File: config.mk
export PLATFORM = sky130hd
export DESIGN_NAME = hwpe_stream_copy_sink_flat
export DESIGN_NICKNAME = d
export VERILOG_FILES = /design/src/rtl/hwpe_stream_package.sv /design/src/rtl/hwpe_stream_intf_stream.sv /design/src/rtl/hwpe_stream_copy_expect.sv /design/src/rtl/hwpe_stream_copy_sink.sv /design/src/flat_wrapper.sv
export SDC_FILE = /design/constraint.sdc
export NUM_CORES = 1
export LEC_CHECK = 0
export CORE_ASPECT_RATIO = 1.25
export CORE_MARGIN = 3
export CORE_UTILIZATION = 44
export CTS_CLUSTER_SIZE = 20
export DETAILED_ROUTE_END_ITERATION = 6
export PLACE_DENSITY_LB_ADDON = 0.3
export SYNTH_ARGS = -nofsm -noshare
export SYNTH_HDL_FRONTEND = slang
export SYNTH_SLANG_ARGS = --single-unit
File: constraint.sdc
create_clock -name clk_i -period 3 [get_ports clk_i]
set_clock_uncertainty 0.2 [all_clocks]
set_input_delay 0.9 -clock clk_i [delete_from_list [all_inputs] [get_ports clk_i]]
set_output_delay 0.9 -clock clk_i [all_outputs]
set_load 0.1 [all_outputs]
File: src/rtl/hwpe_stream_package.sv
// Shared types and constants of the HWPE stream copy network.
// hwpe_copy_t selects how much of a stream a copy carries. The helper
// functions give the copy-stream widths and the fields each depth checks.
package hwpe_stream_package;

  typedef enum logic [1:0] {
    COPY      = 2'd0,
    PARITY    = 2'd1,
    STRB_ONLY = 2'd2,
    ZERO      = 2'd3
  } hwpe_copy_t;

  // Bit positions inside the copy-checker fault cause vector
  localparam int unsigned COPY_FAULT_VALID = 0;
  localparam int unsigned COPY_FAULT_STRB  = 1;
  localparam int unsigned COPY_FAULT_DATA  = 2;
  localparam int unsigned COPY_FAULT_STAB  = 3;
  localparam int unsigned COPY_FAULT_W     = 4;

  // Data width of the copy stream for a given copy depth
  function automatic int unsigned copy_data_width(input hwpe_copy_t copy_type,
                                                  input int unsigned data_width,
                                                  input int unsigned strb_width);
    int unsigned w;
    case (copy_type)
      COPY:    w = data_width;
      PARITY:  w = strb_width;
      default: w = 1;
    endcase
    return w;
  endfunction

  // Strobe width of the copy stream for a given copy depth
  function automatic int unsigned copy_strb_width(input hwpe_copy_t copy_type,
                                                  input int unsigned strb_width);
    int unsigned w;
    case (copy_type)
      ZERO:    w = 1;
      default: w = strb_width;
    endcase
    return w;
  endfunction

  // True when the copy carries data that must be compared
  function automatic logic copy_checks_data(input hwpe_copy_t copy_type);
    logic c;
    case (copy_type)
      COPY:    c = 1'b1;
      PARITY:  c = 1'b1;
      default: c = 1'b0;
    endcase
    return c;
  endfunction

  // True when the copy carries a strobe that must be compared
  function automatic logic copy_checks_strb(input hwpe_copy_t copy_type);
    logic c;
    case (copy_type)
      ZERO:    c = 1'b0;
      default: c = 1'b1;
    endcase
    return c;
  endfunction

endpackage

File: src/rtl/hwpe_stream_intf_stream.sv
// Valid/ready stream bundle used throughout the HWPE stream network.
interface hwpe_stream_intf_stream #(
  parameter int unsigned DATA_WIDTH = 32,
  parameter int unsigned STRB_WIDTH = DATA_WIDTH / 8
) ();

  logic                  valid;
  logic                  ready;
  logic [DATA_WIDTH-1:0] data;
  logic [STRB_WIDTH-1:0] strb;

  modport source (
    output valid, data, strb,
    input  ready
  );

  modport sink (
    input  valid, data, strb,
    output ready
  );

  modport monitor (
    input valid, ready, data, strb
  );

endinterface

File: src/rtl/hwpe_stream_copy_expect.sv
// Expected copy-stream payload for a given copy depth, derived purely
// combinationally from the original data and strobe. Shared by any checker
// that needs to know what a copy source should have produced.
module hwpe_stream_copy_expect
  import hwpe_stream_package::*;
#(
  parameter hwpe_copy_t  COPY_TYPE      = COPY,
  parameter int unsigned DATA_WIDTH     = 32,
  parameter int unsigned STRB_WIDTH     = DATA_WIDTH / 8,
  parameter int unsigned EXP_DATA_WIDTH = copy_data_width(COPY_TYPE, DATA_WIDTH, STRB_WIDTH),
  parameter int unsigned EXP_STRB_WIDTH = copy_strb_width(COPY_TYPE, STRB_WIDTH)
) (
  input  logic [DATA_WIDTH-1:0]     data_i,
  input  logic [STRB_WIDTH-1:0]     strb_i,
  output logic [EXP_DATA_WIDTH-1:0] data_o,
  output logic [EXP_STRB_WIDTH-1:0] strb_o
);

  localparam int unsigned LANE_WIDTH = DATA_WIDTH / STRB_WIDTH;

  // One parity bit per strobe lane
  function automatic logic [STRB_WIDTH-1:0] lane_parity(input logic [DATA_WIDTH-1:0] d);
    logic [STRB_WIDTH-1:0] p;
    p = {STRB_WIDTH{1'b0}};
    for (int i = 0; i < int'(STRB_WIDTH); i++) begin
      p[i] = ^d[i*LANE_WIDTH +: LANE_WIDTH];
    end
    return p;
  endfunction

  if ((DATA_WIDTH % STRB_WIDTH) != 0) begin : gen_bad_strb
    $fatal(1, "hwpe_stream_copy_expect: DATA_WIDTH must be a multiple of STRB_WIDTH");
  end

  case (COPY_TYPE)
    COPY: begin : gen_copy
      assign data_o = data_i;
      assign strb_o = strb_i;
    end
    PARITY: begin : gen_parity
      assign data_o = lane_parity(data_i);
      assign strb_o = strb_i;
    end
    STRB_ONLY: begin : gen_strb_only
      logic unused_data_s;
      assign unused_data_s = ^data_i;
      assign data_o        = 1'b0;
      assign strb_o        = strb_i;
    end
    ZERO: begin : gen_zero
      logic unused_data_s;
      assign unused_data_s = ^{data_i, strb_i};
      assign data_o        = 1'b0;
      assign strb_o        = 1'b0;
    end
    default: begin : gen_bad_type
      logic unused_data_s;
      assign unused_data_s = ^{data_i, strb_i};
      assign data_o        = {EXP_DATA_WIDTH{1'b0}};
      assign strb_o        = {EXP_STRB_WIDTH{1'b0}};
      $fatal(1, "hwpe_stream_copy_expect: unsupported COPY_TYPE");
    end
  endcase

endmodule

File: src/rtl/hwpe_stream_copy_sink.sv
// Receiving end of a stream copy pair. Watches the original stream at its
// consumer and the redundant copy, flags any disagreement in handshake,
// strobe or reduced data, and flags a copy that changes while stalled.
// Faults are reported as a one-cycle-late pulse with cause bits, a sticky
// flag and a saturating cycle counter.
module hwpe_stream_copy_sink
  import hwpe_stream_package::*;
#(
  parameter hwpe_copy_t  COPY_TYPE  = COPY,
  parameter int unsigned DATA_WIDTH = 32,
  parameter int unsigned STRB_WIDTH = DATA_WIDTH / 8,
  parameter int unsigned CNT_WIDTH  = 8
) (
  input  logic                    clk_i,
  input  logic                    rst_ni,
  input  logic                    clear_i,
  hwpe_stream_intf_stream.monitor original_i,
  hwpe_stream_intf_stream.sink    copy_i,
  output logic                    fault_o,
  output logic [COPY_FAULT_W-1:0] fault_cause_o,
  output logic                    fault_sticky_o,
  output logic [CNT_WIDTH-1:0]    fault_cnt_o
);

  localparam int unsigned CDW = copy_data_width(COPY_TYPE, DATA_WIDTH, STRB_WIDTH);
  localparam int unsigned CSW = copy_strb_width(COPY_TYPE, STRB_WIDTH);

  // Constant per instance: which copy fields carry information
  localparam logic CHECK_DATA = copy_checks_data(COPY_TYPE);
  localparam logic CHECK_STRB = copy_checks_strb(COPY_TYPE);

  localparam logic [CNT_WIDTH-1:0] CNT_ZERO = {CNT_WIDTH{1'b0}};
  localparam logic [CNT_WIDTH-1:0] CNT_ONE  = CNT_WIDTH'(1'b1);
  localparam logic [CNT_WIDTH-1:0] CNT_MAX  = {CNT_WIDTH{1'b1}};

  logic                    orig_valid_s;
  logic                    copy_valid_s;
  logic                    copy_ready_s;
  logic                    both_valid_s;
  logic [CDW-1:0]          copy_data_s;
  logic [CSW-1:0]          copy_strb_s;
  logic [CDW-1:0]          exp_data_s;
  logic [CSW-1:0]          exp_strb_s;
  logic                    data_diff_s;
  logic                    strb_diff_s;
  logic                    hold_data_diff_s;
  logic                    hold_strb_diff_s;
  logic [COPY_FAULT_W-1:0] cause_s;
  logic                    mismatch_s;

  logic                    stall_r;
  logic [CDW-1:0]          hold_data_r;
  logic [CSW-1:0]          hold_strb_r;
  logic                    fault_r;
  logic [COPY_FAULT_W-1:0] fault_cause_r;
  logic                    sticky_r;
  logic [CNT_WIDTH-1:0]    cnt_r;

  // The copy network sees exactly the backpressure of the original consumer
  assign copy_i.ready = original_i.ready;
  assign copy_ready_s = original_i.ready;

  assign orig_valid_s = original_i.valid;
  assign copy_valid_s = copy_i.valid;
  assign copy_data_s  = copy_i.data;
  assign copy_strb_s  = copy_i.strb;
  assign both_valid_s = orig_valid_s & copy_valid_s;

  hwpe_stream_copy_expect #(
    .COPY_TYPE      ( COPY_TYPE  ),
    .DATA_WIDTH     ( DATA_WIDTH ),
    .STRB_WIDTH     ( STRB_WIDTH ),
    .EXP_DATA_WIDTH ( CDW        ),
    .EXP_STRB_WIDTH ( CSW        )
  ) i_expect (
    .data_i ( original_i.data ),
    .strb_i ( original_i.strb ),
    .data_o ( exp_data_s      ),
    .strb_o ( exp_strb_s      )
  );

  // Raw field comparisons against the expectation and the held values
  always_comb begin
    data_diff_s      = (copy_data_s != exp_data_s);
    strb_diff_s      = (copy_strb_s != exp_strb_s);
    hold_data_diff_s = (copy_data_s != hold_data_r);
    hold_strb_diff_s = (copy_strb_s != hold_strb_r);
  end

  // Per-cycle fault causes; fields a copy depth does not carry are masked
  always_comb begin
    cause_s                   = {COPY_FAULT_W{1'b0}};
    cause_s[COPY_FAULT_VALID] = orig_valid_s ^ copy_valid_s;
    cause_s[COPY_FAULT_STRB]  = CHECK_STRB & both_valid_s & strb_diff_s;
    cause_s[COPY_FAULT_DATA]  = CHECK_DATA & both_valid_s & data_diff_s;
    cause_s[COPY_FAULT_STAB]  = stall_r & (~copy_valid_s
                                           | (CHECK_DATA & hold_data_diff_s)
                                           | (CHECK_STRB & hold_strb_diff_s));
    mismatch_s                = |cause_s;
  end

  // Stall flag and copy payload snapshot, taken every cycle for the stability check
  always_ff @(posedge clk_i or negedge rst_ni) begin
    if (!rst_ni) begin
      stall_r     <= 1'b0;
      hold_data_r <= {CDW{1'b0}};
      hold_strb_r <= {CSW{1'b0}};
    end else begin
      stall_r     <= copy_valid_s & ~copy_ready_s;
      hold_data_r <= copy_data_s;
      hold_strb_r <= copy_strb_s;
    end
  end

  // Fault pulse and its cause, one cycle after the mismatch
  always_ff @(posedge clk_i or negedge rst_ni) begin
    if (!rst_ni) begin
      fault_r       <= 1'b0;
      fault_cause_r <= {COPY_FAULT_W{1'b0}};
    end else begin
      fault_r       <= mismatch_s;
      fault_cause_r <= cause_s;
    end
  end

  // Sticky flag; a mismatch wins over a simultaneous clear
  always_ff @(posedge clk_i or negedge rst_ni) begin
    if (!rst_ni) begin
      sticky_r <= 1'b0;
    end else if (mismatch_s) begin
      sticky_r <= 1'b1;
    end else if (clear_i) begin
      sticky_r <= 1'b0;
    end else begin
      sticky_r <= sticky_r;
    end
  end

  // Saturating fault-cycle counter; a clear still counts a coincident mismatch
  always_ff @(posedge clk_i or negedge rst_ni) begin
    if (!rst_ni) begin
      cnt_r <= CNT_ZERO;
    end else if (clear_i) begin
      cnt_r <= mismatch_s ? CNT_ONE : CNT_ZERO;
    end else if (mismatch_s && (cnt_r != CNT_MAX)) begin
      cnt_r <= cnt_r + CNT_ONE;
    end else begin
      cnt_r <= cnt_r;
    end
  end

  assign fault_o        = fault_r;
  assign fault_cause_o  = fault_cause_r;
  assign fault_sticky_o = sticky_r;
  assign fault_cnt_o    = cnt_r;

endmodule

File: src/flat_wrapper.sv
// flat-port wrapper written by rule: the top's interface ports become plain ports
module hwpe_stream_copy_sink_flat import hwpe_stream_package::*;
#(
  parameter hwpe_copy_t  COPY_TYPE  = COPY,
  parameter int unsigned DATA_WIDTH = 32,
  parameter int unsigned STRB_WIDTH = DATA_WIDTH / 8,
  parameter int unsigned CNT_WIDTH  = 8
)
  (clk_i, rst_ni, clear_i, fault_o, fault_cause_o, fault_sticky_o, fault_cnt_o, original_i_valid, original_i_ready, original_i_data, original_i_strb, copy_i_valid, copy_i_data, copy_i_strb, copy_i_ready);
  hwpe_stream_intf_stream #(.DATA_WIDTH(DATA_WIDTH), .STRB_WIDTH(STRB_WIDTH)) original_i_i ();
  hwpe_stream_intf_stream #(.DATA_WIDTH(DATA_WIDTH), .STRB_WIDTH(STRB_WIDTH)) copy_i_i ();
  input  logic clk_i;
  input  logic rst_ni;
  input  logic clear_i;
  output logic fault_o;
  output logic [COPY_FAULT_W-1:0] fault_cause_o;
  output logic fault_sticky_o;
  output logic [CNT_WIDTH-1:0] fault_cnt_o;
  input wire logic [$bits(original_i_i.valid)-1:0] original_i_valid;
  input wire logic [$bits(original_i_i.ready)-1:0] original_i_ready;
  input wire logic [$bits(original_i_i.data)-1:0] original_i_data;
  input wire logic [$bits(original_i_i.strb)-1:0] original_i_strb;
  input wire logic [$bits(copy_i_i.valid)-1:0] copy_i_valid;
  input wire logic [$bits(copy_i_i.data)-1:0] copy_i_data;
  input wire logic [$bits(copy_i_i.strb)-1:0] copy_i_strb;
  output wire logic [$bits(copy_i_i.ready)-1:0] copy_i_ready;
  assign original_i_i.valid = original_i_valid;
  assign original_i_i.ready = original_i_ready;
  assign original_i_i.data = original_i_data;
  assign original_i_i.strb = original_i_strb;
  assign copy_i_i.valid = copy_i_valid;
  assign copy_i_i.data = copy_i_data;
  assign copy_i_i.strb = copy_i_strb;
  assign copy_i_ready = copy_i_i.ready;
  hwpe_stream_copy_sink #(.COPY_TYPE(COPY_TYPE), .DATA_WIDTH(DATA_WIDTH), .STRB_WIDTH(STRB_WIDTH), .CNT_WIDTH(CNT_WIDTH)) u_core (.clk_i(clk_i), .rst_ni(rst_ni), .clear_i(clear_i), .original_i(original_i_i), .copy_i(copy_i_i), .fault_o(fault_o), .fault_cause_o(fault_cause_o), .fault_sticky_o(fault_sticky_o), .fault_cnt_o(fault_cnt_o));
endmodule
==> results.cfg, run 1 <==
[status]
status = completed

[final_layout]
drive_above_1_share_pct = 23.17
fill_cells = 357
final_core_util_pct = 74.10
final_cell_area_um2 = 3845
final_cell_mix = 70 x xor2_1, 51 x dfrtp_1, 44 x buf_4, 42 x clkdlybuf4s50_1, 22 x dlymetal6s2s_1
fin_nets = 408
antennaDiodeCount = 0
final_common_cell = xor2_1
syn_to_final_growth_pct = 58.40

[die]
die_y_um = 89.04
top_level_ports = 93
dieArea_um2 = 6449
die_x_um = 72.43
coreArea_um2 = 5189
num_rows = 29
initial_utilization_pct = 46.78

[route]
drt_first_pass_iters = 4
vias = 1927
drt-vias-per-instance = 4.941
post-route-drc-count = 0
routed_wl_um = 5894
wl_per_cell_um = 15.11
ant_nets = 0
drtIter0Drc = 46

[critical_path]
path_cells = clkdlybuf4s50_1 -> xor2_1 -> nor4_2 -> nand4_1 -> o21ai_2 -> and3_4 -> buf_6 -> nor4b_4 -> mux2_4
reg2reg_depth = 9
cp.arrival_ns = 2.95
cp-start-kind = input pin
crit-reg2reg-launch = u_core.hold_data_r[6]
end_kind = register
cp.required_ns = 3.00
path_class = input pin to register
slowest_stage = clkdlybuf4s50_1
critPathMaxFanout = 5
rrSetupSlack_ns = 0.58
critical-path-max-stage-delay_ns = 0.41
worstReg2RegEnd = u_core.fault_cnt_o[3]

[yosys]
syn_inst = 201
synthDistinctLibCells = 33
synth_top_cell_area_share_pct = 52.58
synth_warnings = 0
synth-seq-cells = 51
ys_seq_area_share_pct = 52.58
syn_area_per_cell_um2 = 12.08
synth.top_cells.by_area = dfrtp_1 53%, xor2_1 26%, nor4_1 4.1%
synthArstFlopShare_pct = 100.0
synth_area_um2 = 2427
synth-edff-count = 0
synth_flop_cell = dfrtp_1
yosysTopAreaCell = dfrtp_1
syn_nets = 281

[timing]
period_share_pct = 98.34
worst_pin_slew_ns = 0.6306
hold_ws_ns = 0.3161
slew_headroom_pct = 57.96
fmaxAchievable_ghz = 0.3389
maxSlewViolCount = 0
finalHoldViolations = 0
fin_crit_ns = 2.950
setup_violations = 0

[placement]
hpwl_um = 4563
port_buffers = 92
detailed_place.area_um2 = 3586
gp_congestion = 0.7768

[cts]
clock_latency_ns = 0.30
cts.path.max_buffers = 2
cts_root_buf = clkbuf_8
cts_made_buffers = 5
tritoncts = built
holdBufCountCts = 0
ctsHtreeMaxLevel = 2
clock-sinks = 51
path_clk_slew_ns = 0.09

[min_path]
holdPathStages = 2
hold_end = u_core.fault_sticky_o
hold_path.class = register to register
worstHoldStart = u_core.fault_sticky_o

[job]
drv_cap = 0

[pwr]
cellPowerDensity_nw_per_um2 = 432.4
p_leak_nw = 1.886
vdd_drop_max_mv = 0.2995

[global_route]
grt_pass1_vias = 2035
grt_usage_pct = 18.85
grt_start_max_net_pins = 52
grt_antenna_before_repair = 0
grt_pass1_wl_um = 9190
grt_overflow = 0
## how the worst max path moves through the flow
stage / startpoint / depth (start not counted) / end
after floorplan: copy_i_data[28] / 8 / u_core.fault_cnt_o[3]
after global placement: copy_i_data[3] / 10 / u_core.fault_cnt_o[3]
after detailed placement: copy_i_data[22] / 9 / u_core.fault_cnt_o[3]
after CTS: copy_i_strb[2] / 9 / u_core.fault_cnt_o[3]
after global routing: original_i_data[7] / 10 / u_core.fault_cnt_o[5]
final: original_i_data[20] / 9 / u_core.fault_cnt_o[3]
## layer usage
metal  vias up  routed length, µm  share of wire (%)  global-route usage, %
met5         -                  0                  0                      0
met4         0                124                2.1                  6.376
met3        10                354                6.0                  4.837
met2        65               3191                 54                  34.71
met1       920               2224                 38                  21.11
li1        932                  -                  -                      -
## logic make-up (layout without fill, tap and decap cells)
kind of cell | after synthesis | count (layout) | share of synthesized area (%)
flops | 51 | 51 | 52.58
compound gates | 9 | 9 | 3.042
xor+xnor | 72 | 72 | 25.98
buf+inv | 10 | 137 | 2.062
mux | 4 | 4 | 2.268
fa+ha+maj | 2 | 2 | 1.031
simple gates | 53 | 53 | 13.04
## synth_stat cells, drive strengths merged (3+ instances only)
cell / count
dfrtp: 51
nor2b: 4
mux2: 3
inv: 6
nand3: 4
buf: 3
nand4: 4
nor3: 3
and3: 3
nor4: 17
nor2: 10
xor2: 71
## per-stage QoR
step	power, mW	setup slack [ns]	std cells	TNS, ns
6_report	1.663	0.04971	390	0
5_1_grt	1.730	-0.006718	390	-0.01103
4_1_cts	1.670	0.001571	390	0
3_5_place_dp	1.198	-0.4636	380	-3.578
3_3_place_gp	1.192	-0.4423	380	-3.378
2_1_floorplan	0.9760	0.2862	201	0
## power breakdown
part / leakage (nW) / total [mW] / switching [mW] / internal [mW]
clock network: 0.0513 / 0.466 / 0.221 / 0.245
logic: 1.22 / 0.448 / 0.249 / 0.199
registers: 0.610 / 0.749 / 0.0234 / 0.726
total: 1.89 / 1.66 / 0.494 / 1.17
## worst max-delay path, delay by kind of cell
kind | cells | cell delay (ns)
buffers and inverters | 2 | 0.54
XOR/XNOR | 1 | 0.18
AND/OR/NAND/NOR | 4 | 0.81
multiplexers | 1 | 0.30
AO/OA/AOI/OAI | 1 | 0.20
## state kept, by name (all words and copies together), names as in the netlist
register / flops
u_core.fault_o: 1
u_core.hold_strb_r: 4
u_core.hold_data_r: 32
u_core.stall_r: 1
u_core.fault_cnt_o: 8
u_core.fault_cause_o: 4
u_core.fault_sticky_o: 1
## area by class of cell
class	instances	area (µm²)	share of cell area, %
clock inverters	1	30.03	0.7810
clock buffers	6	72.57	1.887
multi-input cells	140	1194	31.04
repair buffers	124	1172	30.49
well taps	62	77.57	2.018
inverters	6	22.52	0.5857
flip-flops and latches	51	1276	33.19
## what timing repair did
action / CTS / global route
endpoints found under the setup margin: 6 / 9
gates resized for setup: 21 / 29
setup buffers: 2 / 0
hold endpoints to repair: 0 / 0
gates cloned: 1 / 0
pin swaps: 12 / 18
Note: power is estimated with default switching activity, not from simulation.
==> run 2, diff against run 1 <==
- CORE_UTILIZATION: 44 -> 62
- DONT_BUFFER_PORTS: default -> 1
- TNS_END_PERCENT: default -> 20
==> run 2 against run 1 <==
Compared with the run above: sequential power is essentially flat; power shrank 16%; first-iteration DRC count grew 74%; clock-buffer cell count is the same; worst hold slack lost 0.23 ns.
==> results.cfg, run 2 (synthesis gave the netlist of run 1 again) <==
[final_layout]
largest_reg_flops = 32
fin_nets = 302
antennaDiodeCount = 0
final_common_cell = xor2_1
final_cell_mix = 71 x xor2_1, 51 x dfrtp_1, 18 x buf_4, 16 x nor4_1, 10 x nor2_1
drive_above_1_share_pct = 15.32
regMostFlops = u_core.hold_data_r
fin_cells = 274
syn_to_final_growth_pct = 10.72

[timing]
rsz0062_at_grt = false
setup_violations = 0
fin_crit_ns = 2.749
finalHoldViolations = 0
hold_ws_ns = 0.09008
fmaxAchievable_ghz = 0.3638
fin_ws_ns = 0.2515
period_share_pct = 91.62
slew_headroom_pct = 36.13
maxSlewViolCount = 0
worst_pin_slew_ns = 0.9580

[cts]
cts_root_buf = clkbuf_8
post-cts-setup-buffers = 0
tritoncts = built
ctsHtreeMaxLevel = 2
clock-sinks = 51
clock_latency_ns = 0.29
cts_made_buffers = 5
cts.path.max_buffers = 2
path_clk_slew_ns = 0.09
holdBufCountCts = 0
ctsResizeCount = 0

[critical_path]
path_class = input pin to register
cp_common_cell = buf_4
cp_num_buf_inv = 3
cp.arrival_ns = 2.73
cp.required_ns = 2.98
path_delay_family = simple AND/OR/NAND/NOR gates
end_kind = register
slowest_stage = and3_1
path_cells = xor2_1 -> nor4_1 -> buf_4 -> nand4_1 -> o31ai_2 -> and3_1 -> buf_4 -> inv_2 -> a21oi_1 -> nor3_1
cp-start-kind = input pin
critPathMaxFanout = 7
critical-path-max-stage-delay_ns = 0.37

[die]
top_level_ports = 93
coreArea_um2 = 3633
initial_utilization_pct = 66.80
die_y_um = 75.96
num_rows = 24
dieArea_um2 = 4707
die_x_um = 61.97

[pwr]
p_leak_nw = 1.209
seqPwrFrac_pct = 53.3
p_clk_share_pct = 27.7
cellPowerDensity_nw_per_um2 = 521.0
vdd_drop_max_mv = 0.4023
switchingPower_mw = 0.4027
p_sw_share_pct = 28.75
p_int_mw = 0.9977
power_frac_comb_pct = 18.9
total_power_mw = 1.400

[global_route]
grt_start_max_net_pins = 52
grt_pass1_wl_um = 7962
grt_antenna_before_repair = 0
grt_overflow = 0
grt_usage_pct = 22.83
grt_pass1_vias = 1768

[placement]
gp_congestion = 0.8814
pre_cts_slack_ns = -0.05000
hpwl_um = 4223
dpl.cell_count = 267
port_buffers = 0

[route]
vias = 1546
post-route-drc-count = 0
drt_first_pass_iters = 4
drt-vias-per-instance = 5.642
ant_nets = 0
routed_wl_um = 5178
wl_per_cell_um = 18.90
drtIter0Drc = 80

[status]
status = completed

[job]
drv_cap = 0

[min_path]
hold_path.class = input pin to asynchronous set/reset pin
-- run 2: power by group through the flow --
stage	combinational (mW)	clock, mW	sequential [mW]
after floorplan	0.117	0	0.859
after global placement	0.256	0	0.757
after detailed placement	0.265	0	0.761
after CTS	0.266	0.398	0.747
after global routing	0.282	0.431	0.750
final	0.265	0.388	0.747
-- run 2: area by class of cell --
cell class	count	area (µm²)
fillers	253	945.9
inverters	6	22.52
clock inverters	1	5.005
flip-flops and latches	51	1276
multi-input cells	140	1101
clock buffers	6	82.58
repair buffers	18	135.1
well taps	52	65.06
-- run 2: layer usage --
layer | vias to the layer above | global-route usage (%) | part of all wire (%)
met1 | 740 | 25.48 | 35
met3 | 8 | 8.503 | 8.2
met2 | 78 | 38.80 | 56
met5 | - | 0 | 0
li1 | 720 | - | -
met4 | 0 | 6.794 | 1.0
-- run 2: metrics by stage --
stage / utilization, % / TNS, ns / cell area, µm²
after floorplan: - / 0 / 2427
after global routing: 73.97 / 0 / 2688
final: 73.97 / 0 / 2688
after detailed placement: 71.56 / -0.1346 / 2600
after global placement: 71.56 / 0 / 2600
after CTS: 73.97 / 0 / 2688
-- run 2: path summary, 6_finish.rpt --
kind | startpoint | end | slack, ns | cells past startpoint
max reg2reg | u_core.hold_strb_r[2] | u_core.fault_cnt_o[6] | 0.48 | 10
min | rst_ni | u_core.hold_strb_r[2] | 0.09 | 0
min in group clk_i | u_core.fault_sticky_o | u_core.fault_sticky_o | 0.33 | 2
max | copy_i_strb[2] | u_core.fault_cnt_o[6] | 0.25 | 10
min reg2reg | u_core.fault_sticky_o | u_core.fault_sticky_o | 0.33 | 2
max in group asynchronous | rst_ni | u_core.hold_data_r[2] | 2.42 | 0
